**src/rtl/guvm_wb_responder_if.sv**
```systemverilog
// Bus bundle for the Wishbone responder: core-side Wishbone B3 classic
// signals, the instruction-load port and the store-log drain port.
// master = core/testbench side, slave = responder side.
interface guvm_wb_responder_if #(
  parameter int DEPTH = 8
);
  localparam int CW = $clog2(DEPTH) + 1;

  // Wishbone classic, core is the initiator
  logic [31:0]   i_wb_adr;
  logic [15:0]   i_wb_sel;
  logic          i_wb_we;
  logic [127:0]  i_wb_dat;
  logic          i_wb_cyc;
  logic          i_wb_stb;
  logic [127:0]  o_wb_dat;
  logic          o_wb_ack;
  logic          o_wb_err;

  // instruction queue load port
  logic          i_inst_valid;
  logic [31:0]   i_inst;
  logic          o_inst_ready;
  logic [CW-1:0] o_inst_count;

  // store log drain port
  logic          o_st_valid;
  logic [31:0]   o_st_adr;
  logic [127:0]  o_st_dat;
  logic [15:0]   o_st_sel;
  logic          i_st_ready;
  logic          o_st_overflow;

  modport master (
    output i_wb_adr, i_wb_sel, i_wb_we, i_wb_dat, i_wb_cyc, i_wb_stb,
    input  o_wb_dat, o_wb_ack, o_wb_err,
    output i_inst_valid, i_inst,
    input  o_inst_ready, o_inst_count,
    input  o_st_valid, o_st_adr, o_st_dat, o_st_sel, o_st_overflow,
    output i_st_ready
  );

  modport slave (
    input  i_wb_adr, i_wb_sel, i_wb_we, i_wb_dat, i_wb_cyc, i_wb_stb,
    output o_wb_dat, o_wb_ack, o_wb_err,
    input  i_inst_valid, i_inst,
    output o_inst_ready, o_inst_count,
    output o_st_valid, o_st_adr, o_st_dat, o_st_sel, o_st_overflow,
    input  i_st_ready
  );
endinterface

```
**src/rtl/guvm_wb_responder.sv**
```systemverilog
// Generic show-ahead FIFO used for both responder queues.
// Latency: push visible at pop side the cycle after the push edge.
// Backpressure: push_rdy low when full (push dropped); pop ignored when empty.
module guvm_wb_responder_fifo #(
  parameter int DEPTH = 8,
  parameter int W     = 32,
  parameter int CW    = $clog2(DEPTH) + 1
) (
  input  logic          clk,
  input  logic          rst,
  input  logic          push_vld,
  output logic          push_rdy,
  input  logic [W-1:0]  push_dat,
  output logic          pop_vld,
  input  logic          pop_rdy,
  output logic [W-1:0]  pop_dat,
  output logic [CW-1:0] count
);
  localparam int PW = $clog2(DEPTH);

  logic [W-1:0]  mem [DEPTH];
  logic [PW-1:0] wr_ptr;
  logic [PW-1:0] rd_ptr;
  logic          push_fire;
  logic          pop_fire;

  // Pointers wrap naturally (DEPTH is a power of 2); the extra count bit
  // tells full from empty when the pointers are equal.
  assign push_rdy  = (count != CW'(DEPTH));
  assign pop_vld   = (count != '0);
  assign push_fire = push_vld & push_rdy;
  assign pop_fire  = pop_rdy & pop_vld;
  assign pop_dat   = mem[rd_ptr];

  always_ff @(posedge clk or posedge rst) begin
    if (rst) begin
      wr_ptr <= '0;
      rd_ptr <= '0;
      count  <= '0;
    end else begin
      if (push_fire) wr_ptr <= wr_ptr + 1'b1;
      if (pop_fire)  rd_ptr <= rd_ptr + 1'b1;
      case ({push_fire, pop_fire})
        2'b10:   count <= count + 1'b1;
        2'b01:   count <= count - 1'b1;
        default: count <= count;
      endcase
    end
  end

  always_ff @(posedge clk) begin
    if (push_fire) mem[wr_ptr] <= push_dat;
  end
endmodule

// Wishbone B3 classic responder for the Amber 128-bit bus: serves fetches
// from an instruction queue and logs every core write into a store log.
// Latency: ack/err WAIT_CYCLES+1 cycles after cyc&stb is sampled in IDLE.
// Backpressure: empty queue answers NOP words; full log answers err.
// Ports: i_clk, i_rst (async, active-high), bus (slave modport carrying the
//   Wishbone signals, instruction load port and store log drain port).
module guvm_wb_responder #(
  parameter int          DEPTH       = 8,
  parameter int          WAIT_CYCLES = 0,
  parameter logic [31:0] NOP_WORD    = 32'hF0801003
) (
  input logic                  i_clk,
  input logic                  i_rst,
  guvm_wb_responder_if.slave   bus
);
  localparam int CW = $clog2(DEPTH) + 1;
  localparam int SW = 32 + 128 + 16;

  typedef enum logic [1:0] {
    ST_IDLE,
    ST_WAIT,
    ST_RESP
  } state_t;

  state_t        state_q;
  state_t        state_d;
  logic [3:0]    wait_q;
  logic [3:0]    wait_d;
  logic          latch_req;
  logic          enter_resp;

  logic [31:0]   adr_q;
  logic [15:0]   sel_q;
  logic          we_q;
  logic [127:0]  dat_q;
  logic          resp_err_q;
  logic [127:0]  rdat_q;
  logic          overflow_q;

  logic [31:0]   cur_adr;
  logic [15:0]   cur_sel;
  logic          cur_we;
  logic [127:0]  cur_dat;

  logic          inst_vld;
  logic [31:0]   inst_head;
  logic          inst_pop;

  logic          st_rdy;
  logic          st_push;
  logic          st_vld;
  logic [SW-1:0] st_head;
  logic          wr_err;

  // ---------------------------------------------------------------- FSM
  always_ff @(posedge i_clk or posedge i_rst) begin
    if (i_rst) begin
      state_q <= ST_IDLE;
      wait_q  <= '0;
    end else begin
      state_q <= state_d;
      wait_q  <= wait_d;
    end
  end

  always_comb begin
    state_d    = state_q;
    wait_d     = wait_q;
    latch_req  = 1'b0;
    enter_resp = 1'b0;
    case (state_q)
      ST_IDLE: begin
        if (bus.i_wb_cyc && bus.i_wb_stb) begin
          latch_req = 1'b1;
          if (WAIT_CYCLES > 0) begin
            state_d = ST_WAIT;
            wait_d  = 4'(WAIT_CYCLES - 1);
          end else begin
            state_d    = ST_RESP;
            enter_resp = 1'b1;
          end
        end
      end
      ST_WAIT: begin
        // Core abandoning the cycle cancels the transfer before any queue
        // is touched.
        if (!bus.i_wb_cyc) begin
          state_d = ST_IDLE;
        end else if (wait_q == 4'd0) begin
          state_d    = ST_RESP;
          enter_resp = 1'b1;
        end else begin
          wait_d = wait_q - 4'd1;
        end
      end
      ST_RESP: state_d = ST_IDLE;
      default: state_d = ST_IDLE;
    endcase
  end

  // With no wait states the response is decided in the same cycle the
  // request is sampled, so the live bus is used instead of the latch.
  always_comb begin
    cur_adr = adr_q;
    cur_sel = sel_q;
    cur_we  = we_q;
    cur_dat = dat_q;
    if (state_q == ST_IDLE) begin
      cur_adr = bus.i_wb_adr;
      cur_sel = bus.i_wb_sel;
      cur_we  = bus.i_wb_we;
      cur_dat = bus.i_wb_dat;
    end
  end

  assign inst_pop = enter_resp & ~cur_we & inst_vld;
  assign st_push  = enter_resp & cur_we & st_rdy;
  assign wr_err   = enter_resp & cur_we & ~st_rdy;

  // ------------------------------------------------- request/response regs
  always_ff @(posedge i_clk or posedge i_rst) begin
    if (i_rst) begin
      adr_q      <= '0;
      sel_q      <= '0;
      we_q       <= 1'b0;
      dat_q      <= '0;
      resp_err_q <= 1'b0;
      rdat_q     <= '0;
      overflow_q <= 1'b0;
    end else begin
      if (latch_req) begin
        adr_q <= bus.i_wb_adr;
        sel_q <= bus.i_wb_sel;
        we_q  <= bus.i_wb_we;
        dat_q <= bus.i_wb_dat;
      end
      if (enter_resp) begin
        resp_err_q <= wr_err;
        // Read data is only refreshed by reads; writes leave it held.
        if (!cur_we) begin
          rdat_q <= inst_vld ? {NOP_WORD, NOP_WORD, NOP_WORD, inst_head}
                             : {4{NOP_WORD}};
        end
      end
      if (wr_err) overflow_q <= 1'b1;
    end
  end

  // ack/err decode straight from the state so reset kills them at once.
  assign bus.o_wb_ack      = (state_q == ST_RESP) & ~resp_err_q;
  assign bus.o_wb_err      = (state_q == ST_RESP) & resp_err_q;
  assign bus.o_wb_dat      = rdat_q;
  assign bus.o_st_overflow = overflow_q;

  // ------------------------------------------------------------- queues
  guvm_wb_responder_fifo #(
    .DEPTH (DEPTH),
    .W     (32),
    .CW    (CW)
  ) u_inst_q (
    .clk      (i_clk),
    .rst      (i_rst),
    .push_vld (bus.i_inst_valid),
    .push_rdy (bus.o_inst_ready),
    .push_dat (bus.i_inst),
    .pop_vld  (inst_vld),
    .pop_rdy  (inst_pop),
    .pop_dat  (inst_head),
    .count    (bus.o_inst_count)
  );

  logic [CW-1:0] st_count;

  guvm_wb_responder_fifo #(
    .DEPTH (DEPTH),
    .W     (SW),
    .CW    (CW)
  ) u_store_log (
    .clk      (i_clk),
    .rst      (i_rst),
    .push_vld (st_push),
    .push_rdy (st_rdy),
    .push_dat ({cur_adr, cur_dat, cur_sel}),
    .pop_vld  (st_vld),
    .pop_rdy  (bus.i_st_ready),
    .pop_dat  (st_head),
    .count    (st_count)
  );

  // Head fields are zeroed while the log is empty so stale storage never
  // leaks onto the outputs.
  assign bus.o_st_valid = st_vld & (st_count != '0);
  assign bus.o_st_adr   = st_vld ? st_head[SW-1 -: 32]  : '0;
  assign bus.o_st_dat   = st_vld ? st_head[16 +: 128]   : '0;
  assign bus.o_st_sel   = st_vld ? st_head[15:0]        : '0;
endmodule

```
**src/flat_wrapper.sv**
```systemverilog
// flat-port wrapper written by rule: the top's interface ports become plain ports
module guvm_wb_responder_flat 
#(
  parameter int          DEPTH       = 8,
  parameter int          WAIT_CYCLES = 0,
  parameter logic [31:0] NOP_WORD    = 32'hF0801003
)
  (i_clk, i_rst, bus_i_wb_adr, bus_i_wb_sel, bus_i_wb_we, bus_i_wb_dat, bus_i_wb_cyc, bus_i_wb_stb, bus_o_wb_dat, bus_o_wb_ack, bus_o_wb_err, bus_i_inst_valid, bus_i_inst, bus_o_inst_ready, bus_o_inst_count, bus_o_st_valid, bus_o_st_adr, bus_o_st_dat, bus_o_st_sel, bus_o_st_overflow, bus_i_st_ready);
  guvm_wb_responder_if #(.DEPTH(DEPTH)) bus_i ();
  input logic i_clk;
  input logic i_rst;
  input wire logic [$bits(bus_i.i_wb_adr)-1:0] bus_i_wb_adr;
  input wire logic [$bits(bus_i.i_wb_sel)-1:0] bus_i_wb_sel;
  input wire logic [$bits(bus_i.i_wb_we)-1:0] bus_i_wb_we;
  input wire logic [$bits(bus_i.i_wb_dat)-1:0] bus_i_wb_dat;
  input wire logic [$bits(bus_i.i_wb_cyc)-1:0] bus_i_wb_cyc;
  input wire logic [$bits(bus_i.i_wb_stb)-1:0] bus_i_wb_stb;
  output wire logic [$bits(bus_i.o_wb_dat)-1:0] bus_o_wb_dat;
  output wire logic [$bits(bus_i.o_wb_ack)-1:0] bus_o_wb_ack;
  output wire logic [$bits(bus_i.o_wb_err)-1:0] bus_o_wb_err;
  input wire logic [$bits(bus_i.i_inst_valid)-1:0] bus_i_inst_valid;
  input wire logic [$bits(bus_i.i_inst)-1:0] bus_i_inst;
  output wire logic [$bits(bus_i.o_inst_ready)-1:0] bus_o_inst_ready;
  output wire logic [$bits(bus_i.o_inst_count)-1:0] bus_o_inst_count;
  output wire logic [$bits(bus_i.o_st_valid)-1:0] bus_o_st_valid;
  output wire logic [$bits(bus_i.o_st_adr)-1:0] bus_o_st_adr;
  output wire logic [$bits(bus_i.o_st_dat)-1:0] bus_o_st_dat;
  output wire logic [$bits(bus_i.o_st_sel)-1:0] bus_o_st_sel;
  output wire logic [$bits(bus_i.o_st_overflow)-1:0] bus_o_st_overflow;
  input wire logic [$bits(bus_i.i_st_ready)-1:0] bus_i_st_ready;
  assign bus_i.i_wb_adr = bus_i_wb_adr;
  assign bus_i.i_wb_sel = bus_i_wb_sel;
  assign bus_i.i_wb_we = bus_i_wb_we;
  assign bus_i.i_wb_dat = bus_i_wb_dat;
  assign bus_i.i_wb_cyc = bus_i_wb_cyc;
  assign bus_i.i_wb_stb = bus_i_wb_stb;
  assign bus_o_wb_dat = bus_i.o_wb_dat;
  assign bus_o_wb_ack = bus_i.o_wb_ack;
  assign bus_o_wb_err = bus_i.o_wb_err;
  assign bus_i.i_inst_valid = bus_i_inst_valid;
  assign bus_i.i_inst = bus_i_inst;
  assign bus_o_inst_ready = bus_i.o_inst_ready;
  assign bus_o_inst_count = bus_i.o_inst_count;
  assign bus_o_st_valid = bus_i.o_st_valid;
  assign bus_o_st_adr = bus_i.o_st_adr;
  assign bus_o_st_dat = bus_i.o_st_dat;
  assign bus_o_st_sel = bus_i.o_st_sel;
  assign bus_o_st_overflow = bus_i.o_st_overflow;
  assign bus_i.i_st_ready = bus_i_st_ready;
  guvm_wb_responder #(.DEPTH(DEPTH), .WAIT_CYCLES(WAIT_CYCLES), .NOP_WORD(NOP_WORD)) u_core (.i_clk(i_clk), .i_rst(i_rst), .bus(bus_i));
endmodule
```
**config.mk**
```make
export PLATFORM = sky130hd
export DESIGN_NAME = guvm_wb_responder_flat
export DESIGN_NICKNAME = d
export VERILOG_FILES = /design/src/rtl/guvm_wb_responder_if.sv /design/src/rtl/guvm_wb_responder.sv /design/src/flat_wrapper.sv
export SDC_FILE = /design/constraint.sdc
export NUM_CORES = 2
export LEC_CHECK = 0
export ABC_AREA = 0
export CORE_AREA = 2 2 405 407
export CTS_CLUSTER_DIAMETER = 60
export DETAILED_ROUTE_END_ITERATION = 8
export DIE_AREA = 0 0 407 409
export PLACE_DENSITY = 0.67
export SETUP_SLACK_MARGIN = 0.15
export SYNTH_ARGS = -nofsm -noshare
export SYNTH_HDL_FRONTEND = slang
export SYNTH_HIERARCHICAL = 1
export SYNTH_SLANG_ARGS = --single-unit
```
**constraint.sdc**
```tcl
create_clock -name i_clk -period 14.45 [get_ports i_clk]
set_clock_uncertainty 0.1 [all_clocks]
set_input_delay 2.89 -clock i_clk [delete_from_list [all_inputs] [get_ports i_clk]]
set_output_delay 2.89 -clock i_clk [all_outputs]
set_load 0.005 [all_outputs]
```
==> results_dict.tcl <==
set metrics [dict create \
    holdBufCountCts 0 \
    switching_share 0.274 \
    overflow 0 \
    dp_cells 6008 \
    dr_wl_met2_mm 81.6 \
    yosysMostFrequentCell "edfxtp_1" \
    die_h_um 409 \
    power.internal_mw 12.1 \
    ys.flop_type "edfxtp_1" \
    fin_cells 6382 \
    synthTopCellsByArea "edfxtp_1 66%, mux4_2 12%, dfrtp_1 7.7%" \
    synth_area_um2 75900 \
    crit_type "flip-flop to output pin" \
    p_comb_frac 0.298 \
    drv_cap 0 \
    cts-root-buf "clkbuf_16" \
    numCtsBuffers 196 \
    power_leakage_nw 29.3 \
    chipWidth_um 407 \
    drc 0 \
    grt_antenna_before_repair 19 \
    status "complete, no violations" \
    peakVddDrop_mv 0.165 \
    dieArea_um2 166000 \
    ys_warn_count 6 \
    dp_hpwl_mm 89.7 \
    tns_ps 0 \
    fin_area_um2 88800 \
    slew_viol_final 0 \
    clock_latency_ps 810 \
    ant_nets 0 \
    synth.top_cell.area_share 0.659 \
    tritoncts "yes" \
    yosysTopAreaCell "edfxtp_1" \
    hold_slack_ps 381 \
    drtIter0Drc 2569 \
    seqPwrFrac 0.402 \
    num_rows 148 \
    start_util 0.468 \
    synth-seq-cells 1896 \
    grt_pass1_wl_mm 242 \
    pwr-share-clk 0.300 \
    cts_max_path_buffers 3 \
    cts_resized 0 \
    wl_met3_mm 11.4 \
    port_buffers 455 \
    netlist_instances 3539 \
    place_congestion 0.737 \
    fmax_mhz 122 \
    clock-sinks 1896 \
    worst_pin_slew_ps 1210 \
    grt_usage 0.198 \
    ioPinCount 528 \
    fillers 12164 \
    cp-start-kind "flip-flop" \
    end_kind "output pin" \
    switchingPower_mw 4.58 \
    nets 4258 \
    dpl_cell_area_um2 82300 \
    synthTopCellsByCount "1,664 x edfxtp_1, 485 x mux2_2, 391 x mux4_2, 232 x dfrtp_1, 178 x and2_1" \
    synth_edf_count 1664 \
    worstHoldPathType "flip-flop to flip-flop" \
    required_ps 11460 \
    core_um2 162000 \
    clk_pin_slew_ps 60 \
    wl_mm 165 \
    worst_slack_ps 6240 \
    postSynthAreaPerCell_um2 21.4 \
    setup_viol 0 \
    top_layer "met5" \
    drive_above_1_share 0.296 \
    powerDensity_nw_per_um2 188 \
    wl_met1_mm 68.3 \
    vias 35368 \
    grt_max_degree 134 \
    slew_headroom 0.195 \
    finalCritPeriodShare 0.568 \
    synthArstFlopShare 0.122 \
    area_delta_synth_final_pct 17.1 \
    avgRoutedWirePerCell_um 25.9 \
    crit_fanout 73 \
    period_needed_ps 8210 \
    grt_pass1_vias 36759 \
    hold_viol_final 0 \
    rsz0062_at_grt "no" \
    htreeDepth 4 \
    place_ws_ps 6480 \
    viasPerCell 5.54 \
    arrival_ps 5220 \
    synth_cell_type_count 45 \
    yosysSeqAreaShare 0.735 \
    dr.pass1.iters 7 \
    cts_setup_buffers 0 \
]
-- path summary, 6_finish.rpt --
check                      cells after the start                                       to                                      from  slack [ps]
max in group asynchronous                      4             u_core/dat_q[62]$_DFFE_PP0P_                                     i_rst        8980
max reg2reg                                    7  u_core/u_store_log/mem[1][61]$_DFFE_PP_             u_core/state_q[1]$_DFFE_PP0P_        8990
min in group asynchronous                      2     u_core/u_inst_q/count[0]$_DFFE_PP0P_                                     i_rst        2890
min reg2reg                                    1             u_core/dat_q[95]$_DFFE_PP0P_              u_core/dat_q[95]$_DFFE_PP0P_         380
min                                            1             u_core/dat_q[95]$_DFFE_PP0P_              u_core/dat_q[95]$_DFFE_PP0P_         380
max                                            6                         bus_o_st_dat[11]  u_core/u_store_log/rd_ptr[1]$_DFFE_PP0P_        6240
-- state kept, by name, summed over array words and instances, names as in the netlist --
signal	flops
u_core/u_store_log/rd_ptr	3
u_core/sel_q	16
u_core/u_inst_q/count	4
u_core/u_store_log/wr_ptr	3
u_core/u_store_log/mem	1408
u_core/resp_err_q	1
u_core/u_inst_q/wr_ptr	3
u_core/adr_q	32
u_core/bus.o_st_overflow	1
u_core/dat_q	128
u_core/u_inst_q/mem	256
u_core/u_store_log/count	4
u_core/u_inst_q/rd_ptr	3
u_core/state_q	1
u_core/bus.o_wb_dat	33
-- routing by layer --
metal  GRT usage  vias up
li1            -    15145
met1       0.269    18913
met5           0        -
met3      0.0446      237
met2       0.322     1049
met4      0.0556       24
-- final cells by class --
type / instances / area, um^2 / share of cell area
well taps: 2175 / 2720 / 0.0306
inverters: 39 / 159 / 0.00179
clock buffers: 274 / 5510 / 0.0621
diodes: 4 / 10.0 / 0.000113
flip-flops and latches: 1896 / 55800 / 0.628
repair buffers: 503 / 5060 / 0.0570
multi-input cells: 1395 / 18500 / 0.209
clock inverters: 96 / 1040 / 0.0117
-- power by group through the flow --
stage | clock network [mW] | registers, mW | logic (mW)
finish | 5.02 | 6.73 | 4.98
global route | 5.33 | 6.78 | 5.33
CTS | 5.13 | 6.74 | 5.08
detailed placement | 0 | 6.85 | 5.06
global placement | 0 | 6.83 | 5.03
floorplan | 0 | 6.70 | 3.15
-- per-stage QoR --
stage               utilization  total power [mW]
floorplan                     -              9.85
global placement          0.508              11.9
detailed placement        0.508              11.9
CTS                       0.548              16.9
global route              0.548              17.4
finish                    0.548              16.7
-- logic make-up after synthesis --
group                    Yosys count  share of synthesized area
flip-flops                      1896                      0.735
multiplexers                    1017                      0.213
buffers and inverters            319                     0.0254
AND/OR/NAND/NOR                  268                     0.0210
AO/OA/AOI/OAI                     14                    0.00137
adder cells (fa/ha/maj)           12                    0.00218
XOR/XNOR                          12                    0.00139
other                              1                  0.0000494
-- critical path: stages (launching register included) --
cell	delay, ps
dfrtp_4	1010
buf_4	1000
buf_4	910
mux4_2	420
mux2_2	280
and2_1	230
clkdlybuf4s50_1	480
-- layout by cell type, fill, tap and decap left out, drive strengths merged, types with 6 or more instances in the layout --
master         count
edfxtp          1664
mux2             574
clkdlybuf4s50    455
mux4             416
clkbuf           274
dfrtp            232
and2             178
conb              72
clkinv            67
inv               48
buf               48
nand2             32
mux2i             27
bufinv            14
nor2              14
nand2b            13
xnor2             10
ha                10
nand3              8
clkinvlp           6
Note: power is estimated with default switching activity, not from simulation.
